===== src/rtl/fpu_classify_pipe_pkg.sv =====
// Shared FPU classification types: fclass bit positions, compare-op encodings,
// the pipeline entry record and the invalid-operation rule.
package fpu_classify_pipe_pkg;

  localparam logic [4:0] FCLASS_NEG_INF  = 5'd0;
  localparam logic [4:0] FCLASS_NEG_NORM = 5'd1;
  localparam logic [4:0] FCLASS_NEG_SUB  = 5'd2;
  localparam logic [4:0] FCLASS_NEG_ZERO = 5'd3;
  localparam logic [4:0] FCLASS_POS_ZERO = 5'd4;
  localparam logic [4:0] FCLASS_POS_SUB  = 5'd5;
  localparam logic [4:0] FCLASS_POS_NORM = 5'd6;
  localparam logic [4:0] FCLASS_POS_INF  = 5'd7;
  localparam logic [4:0] FCLASS_SNAN     = 5'd8;
  localparam logic [4:0] FCLASS_QNAN     = 5'd9;

  localparam logic [7:0] EXP_ALL_ONES = 8'hFF;

  typedef enum logic [2:0] {
    OP_LE = 3'b000,
    OP_LT = 3'b001,
    OP_EQ = 3'b010
  } cmp_op_e;

  typedef struct packed {
    logic [31:0] a;
    logic [31:0] b;
    logic [31:0] class_a;
    logic [31:0] class_b;
    logic [2:0]  op;
    logic        nv;
    logic        illegal;
  } entry_t;

  function automatic logic op_is_legal(input logic [2:0] op);
    return (op == OP_LE) || (op == OP_LT) || (op == OP_EQ);
  endfunction

  // Ordered compares signal on any NaN; equality only on signalling NaNs.
  function automatic logic entry_nv(input logic [2:0]  op,
                                    input logic [31:0] class_a,
                                    input logic [31:0] class_b);
    logic any_snan;
    logic any_nan;
    any_snan = class_a[FCLASS_SNAN] | class_b[FCLASS_SNAN];
    any_nan  = any_snan | class_a[FCLASS_QNAN] | class_b[FCLASS_QNAN];
    if ((op == OP_LE) || (op == OP_LT)) begin
      return any_nan;
    end else if (op == OP_EQ) begin
      return any_snan;
    end
    return 1'b0;
  endfunction

endpackage


===== src/rtl/fpu_fclass.sv =====
// Combinational single-precision classifier producing a one-hot fclass code.
module fpu_fclass
  import fpu_classify_pipe_pkg::*;
(
  input  logic [31:0] operand_i,
  output logic [31:0] class_o
);

  logic        sign;
  logic [7:0]  expo;
  logic [22:0] mant;

  assign sign = operand_i[31];
  assign expo = operand_i[30:23];
  assign mant = operand_i[22:0];

  always_comb begin
    class_o = '0;
    if (expo == EXP_ALL_ONES) begin
      // NaN sign is deliberately ignored.
      if (mant == '0) begin
        class_o[sign ? FCLASS_NEG_INF : FCLASS_POS_INF] = 1'b1;
      end else if (mant[22]) begin
        class_o[FCLASS_QNAN] = 1'b1;
      end else begin
        class_o[FCLASS_SNAN] = 1'b1;
      end
    end else if (expo == '0) begin
      if (mant == '0) begin
        class_o[sign ? FCLASS_NEG_ZERO : FCLASS_POS_ZERO] = 1'b1;
      end else begin
        class_o[sign ? FCLASS_NEG_SUB : FCLASS_POS_SUB] = 1'b1;
      end
    end else begin
      class_o[sign ? FCLASS_NEG_NORM : FCLASS_POS_NORM] = 1'b1;
    end
  end

endmodule


===== src/rtl/fpu_classify_pipe.sv =====
// Classifies an operand pair, flags invalid compares and passes the result
// through a 2-entry skid buffer with a registered in_ready.
module fpu_classify_pipe
  import fpu_classify_pipe_pkg::*;
(
  input  logic        clk,
  input  logic        rst_n,
  input  logic        in_valid,
  output logic        in_ready,
  input  logic [31:0] in_a,
  input  logic [31:0] in_b,
  input  logic [2:0]  in_op,
  output logic        out_valid,
  input  logic        out_ready,
  output logic [31:0] out_a,
  output logic [31:0] out_b,
  output logic [31:0] out_class_a,
  output logic [31:0] out_class_b,
  output logic [2:0]  out_op,
  output logic        out_nv,
  output logic        out_illegal,
  output logic        nv_sticky,
  input  logic        nv_clear
);

  logic [31:0] class_a;
  logic [31:0] class_b;
  entry_t      in_entry;

  entry_t out_q,       out_d;
  entry_t skid_q,      skid_d;
  logic   out_valid_q, out_valid_d;
  logic   skid_full_q, skid_full_d;
  logic   in_ready_q,  in_ready_d;
  logic   nv_sticky_q, nv_sticky_d;

  logic accept;
  logic consume;

  fpu_fclass u_fclass_a (
    .operand_i (in_a),
    .class_o   (class_a)
  );

  fpu_fclass u_fclass_b (
    .operand_i (in_b),
    .class_o   (class_b)
  );

  always_comb begin
    in_entry         = '0;
    in_entry.a       = in_a;
    in_entry.b       = in_b;
    in_entry.class_a = class_a;
    in_entry.class_b = class_b;
    in_entry.op      = in_op;
    in_entry.illegal = !op_is_legal(in_op);
    in_entry.nv      = entry_nv(in_op, class_a, class_b);
  end

  assign accept  = in_valid & in_ready_q;
  assign consume = out_valid_q & out_ready;

  always_comb begin
    out_d       = out_q;
    skid_d      = skid_q;
    out_valid_d = out_valid_q;
    skid_full_d = skid_full_q;

    // in_ready is low whenever the skid is full, so the refill branch never
    // coincides with an accepted entry.
    if (consume && skid_full_q) begin
      out_d       = skid_q;
      skid_full_d = 1'b0;
    end else if (accept) begin
      if (!out_valid_q || consume) begin
        out_d       = in_entry;
        out_valid_d = 1'b1;
      end else begin
        skid_d      = in_entry;
        skid_full_d = 1'b1;
      end
    end else if (consume) begin
      out_valid_d = 1'b0;
    end

    in_ready_d = !skid_full_d;

    // A setting handshake takes priority over a clear in the same cycle.
    if (consume && out_q.nv) begin
      nv_sticky_d = 1'b1;
    end else if (nv_clear) begin
      nv_sticky_d = 1'b0;
    end else begin
      nv_sticky_d = nv_sticky_q;
    end
  end

  always_ff @(posedge clk or negedge rst_n) begin
    if (!rst_n) begin
      out_q       <= '0;
      skid_q      <= '0;
      out_valid_q <= 1'b0;
      skid_full_q <= 1'b0;
      in_ready_q  <= 1'b0;
      nv_sticky_q <= 1'b0;
    end else begin
      out_q       <= out_d;
      skid_q      <= skid_d;
      out_valid_q <= out_valid_d;
      skid_full_q <= skid_full_d;
      in_ready_q  <= in_ready_d;
      nv_sticky_q <= nv_sticky_d;
    end
  end

  assign in_ready    = in_ready_q;
  assign out_valid   = out_valid_q;
  assign out_a       = out_q.a;
  assign out_b       = out_q.b;
  assign out_class_a = out_q.class_a;
  assign out_class_b = out_q.class_b;
  assign out_op      = out_q.op;
  assign out_nv      = out_q.nv;
  assign out_illegal = out_q.illegal;
  assign nv_sticky   = nv_sticky_q;

endmodule


===== config.mk =====
export PLATFORM = sky130hd
export DESIGN_NAME = fpu_classify_pipe
export DESIGN_NICKNAME = d
export VERILOG_FILES = /design/src/rtl/fpu_classify_pipe_pkg.sv /design/src/rtl/fpu_fclass.sv /design/src/rtl/fpu_classify_pipe.sv
export SDC_FILE = /design/constraint.sdc
export NUM_CORES = 1
export LEC_CHECK = 0
export BUFFER_PORTS_ARGS = -buffer_cell sky130_fd_sc_hd__clkbuf_2
export CORE_MARGIN = 5
export CORE_UTILIZATION = 30
export CTS_BUF_LIST = sky130_fd_sc_hd__clkbuf_4
export CTS_CLUSTER_DIAMETER = 40
export DETAILED_ROUTE_END_ITERATION = 16
export MAX_ROUTING_LAYER = met4
export SLEW_MARGIN = 5
export SYNTH_ARGS = -nofsm -noshare
export SYNTH_HDL_FRONTEND = slang
export SYNTH_SLANG_ARGS = --single-unit

===== constraint.sdc =====
create_clock -name clk -period 2.5 [get_ports clk]
set_input_delay 0.5 -clock clk [delete_from_list [all_inputs] [get_ports clk]]
set_output_delay 0.5 -clock clk [all_outputs]
set_load 0.1 [all_outputs]

==> impl_metrics.env <==
export IMPL_status="finished clean"
export IMPL_synth_ff_type="dfrtp_1"
export IMPL_path_buf_inv=1
export IMPL_clock_latency_ns=0.56
export IMPL_crit_fanout=3
export IMPL_drt_iter0_markers=318
export IMPL_cp_required_ns=2.00
export IMPL_syn_area_per_cell_um2=9.56
export IMPL_cts_buffers=17
export IMPL_timing_rr_end="skid_q[10]"
export IMPL_whs_endpoint="skid_q[74]"
export IMPL_cts_tree="built"
export IMPL_setup_ws_ns=0.435
export IMPL_grt_overflow=0
export IMPL_synth_top_area_cell="dfrtp_1"
export IMPL_rsz0062_at_grt="false"
export IMPL_fin_cells=1379
export IMPL_ys_ff_latch=182
export IMPL_min_from="in_b[5]"
export IMPL_path_cells="clkbuf_2"
export IMPL_grt_max_degree=68
export IMPL_hpwl_mm=15.6
export IMPL_rrSetupSlack_ns=0.51
export IMPL_worst_setup_path_end_kind="output pin"
export IMPL_r2r_start="out_valid"
export IMPL_yosysSeqAreaShare_pct=55.1
export IMPL_period_share_pct=82.6
export IMPL_yosys_top_cells_count="nand2_1, dfrtp_1, o21ai_0"
export IMPL_wirelength_mm=21.9
export IMPL_clk_pin_slew_ns=0.18
export IMPL_port_buffer_count=163
export IMPL_worst_slew_pin_slew_ns=0.626
export IMPL_nFillCells=2796
export IMPL_cts_root_buf="clkbuf_4"
export IMPL_rows=60
export IMPL_fin_crit_ns=2.07
export IMPL_maxCapViolations=0
export IMPL_routedWlPerCell_um=15.9
export IMPL_nets=1094
export IMPL_syn_inst=865
export IMPL_ir_drop_uv=827
export IMPL_cp_slowest_stage_delay_ns=0.54
export IMPL_netlist_area_leader_share_pct=55.1
export IMPL_die_h_um=176
export IMPL_ant_nets=0
export IMPL_grtUsageTotal_pct=14.6
export IMPL_start_util_pct=30.6
export IMPL_finalSetupViolations=0
export IMPL_slowest_stage="clkbuf_2"
export IMPL_cts_setup_buffers=0
export IMPL_synth_most_common_cell="nand2_1"
export IMPL_h_tree_depth=4
export IMPL_synth_edff_count=0
export IMPL_slew_headroom_pct=58.2
export IMPL_syn2layout_area_growth_pct=17.6
export IMPL_final_max_slew_violation_count=0
export IMPL_synth_area_leaders="dfrtp_1, nand2_1, mux2i_1"
export IMPL_core_um2=27000
export IMPL_grt_pass1_wl_mm=35.1
export IMPL_finalWeightedCongestion=0.791
export IMPL_antenna_found_initial=2
export IMPL_post_synth_num_cell_types=42
export IMPL_cts_sinks=182
export IMPL_grt_pass1_vias=6343
export IMPL_yosys_warnings=0
export IMPL_crit_type="reg -> out"
export IMPL_p_leak_nw=4.89
export IMPL_skew_ns=0.0268
export IMPL_multi_input_area_um2=3300
export IMPL_power_density_nw_per_um2=1460
export IMPL_dp_cells=1343
export IMPL_dr_pass1_iters=4
export IMPL_synth_area_um2=8270
export IMPL_die_width_um=176
export IMPL_ff2ff_path_depth=3
export IMPL_async_flop_share_pct=100
export IMPL_die_area_um2=31000
export IMPL_num_vias=6343
export IMPL_fmax_ghz=0.484
export IMPL_dpl_worst_slack_ns=0.245
export IMPL_drive_above_1_share_pct=23.3
export IMPL_critPathTopFamily="buffers and inverters"
export IMPL_worstHoldPathCells=3
export IMPL_hold_viol=0
export IMPL_start_kind="flop"
export IMPL_hp_class="in -> reg"
export IMPL_finalSetupTns_ns=0
export IMPL_io_pins=208
export IMPL_regArea_um2=4550
export IMPL_crit_arrival_ns=1.57
export IMPL_clk_path_buf_depth=2
export IMPL_post_route_drc_count=0
export IMPL_viasPerCell=4.60
-- cell type report --
cell class,instances,area share (%)
clock buffers,17,1.31
well taps,341,4.39
repair buffers,190,11.6
diodes,3,0.0772
flip-flops and latches,182,46.9
clock inverters,15,1.65
multi-input cells,628,34.0
inverters,3,0.116
-- registers in the layout, indices dropped and copies added (netlist names) --
signal	cells
out_op	3
out_valid	1
in_ready	1
out_nv	1
skid_q	89
out_a	32
nv_sticky	1
out_illegal	1
out_class_b	10
out_b	32
skid_full_q	1
out_class_a	10
-- power by group --
part           internal (mW)  switching, mW
Clock                  0.539           1.18
Sequential              4.07          0.617
Combinational           1.34           6.40
Total                   5.94           8.20
-- routing by layer --
layer | vias up | global-route usage, % | routed length [µm]
met1 | 3036 | 19.6 | 10500
met5 | - | - | 0
li1 | 3117 | - | -
met3 | 17 | 2.91 | 1020
met2 | 173 | 22.5 | 10100
met4 | 0 | 4.19 | 280
-- cells by family after synthesis --
logic type / after synthesis / synth area share, %
mux: 72 / 8.84
other cells: 1 / 0.0454
flops: 182 / 55.1
simple gates: 380 / 19.2
buf+inv: 98 / 7.17
compound gates: 132 / 9.63
-- cell usage in the layout, fill, tap and decap left out, types with 3 or more instances in the layout --
cell,n
a21o_1,4
a21oi_1,6
a22o_1,5
a22oi_1,8
and3_1,4
buf_12,8
buf_4,18
clkbuf_2,162
clkbuf_4,17
conb_1,44
dfrtp_1,182
diode_2,3
inv_1,3
inv_6,5
inv_8,3
mux2i_1,67
nand2_1,322
nand3_1,9
nand4_1,6
nor2_1,6
nor3_1,4
nor4_1,11
o21ai_0,78
o21ai_1,11
o31ai_1,6
o41ai_1,4
-- timing repair --
item	in CTS	in global routing
hold buffers	1	0
resized for setup	0	0
endpoints found under the hold margin	50	0
-- per-stage QoR --
stage	hold WS (ns)	utilization, %	cell area, µm²	power [mW]
floorplan	0.204	-	8430	11.1
global placement	0.450	34.8	9410	12.5
detailed placement	0.461	34.8	9410	12.6
CTS	0.0555	35.9	9710	14.4
global route	0.0597	35.9	9720	15.0
finish	0.132	36.0	9720	14.1
-- how the worst max path moves through the flow --
stage                   start          to  slack [ns]  cells past startpoint
floorplan           out_valid  skid_q[37]        0.41                      4
global route           out_nv      out_nv        0.31                      1
CTS                    out_nv      out_nv        0.35                      1
global placement      in_b[5]  skid_q[12]        0.37                      6
detailed placement  out_ready  skid_q[10]        0.24                      5
finish                 out_nv      out_nv        0.43                      1
No activity file was read; power rests on OpenSTA's default activity.
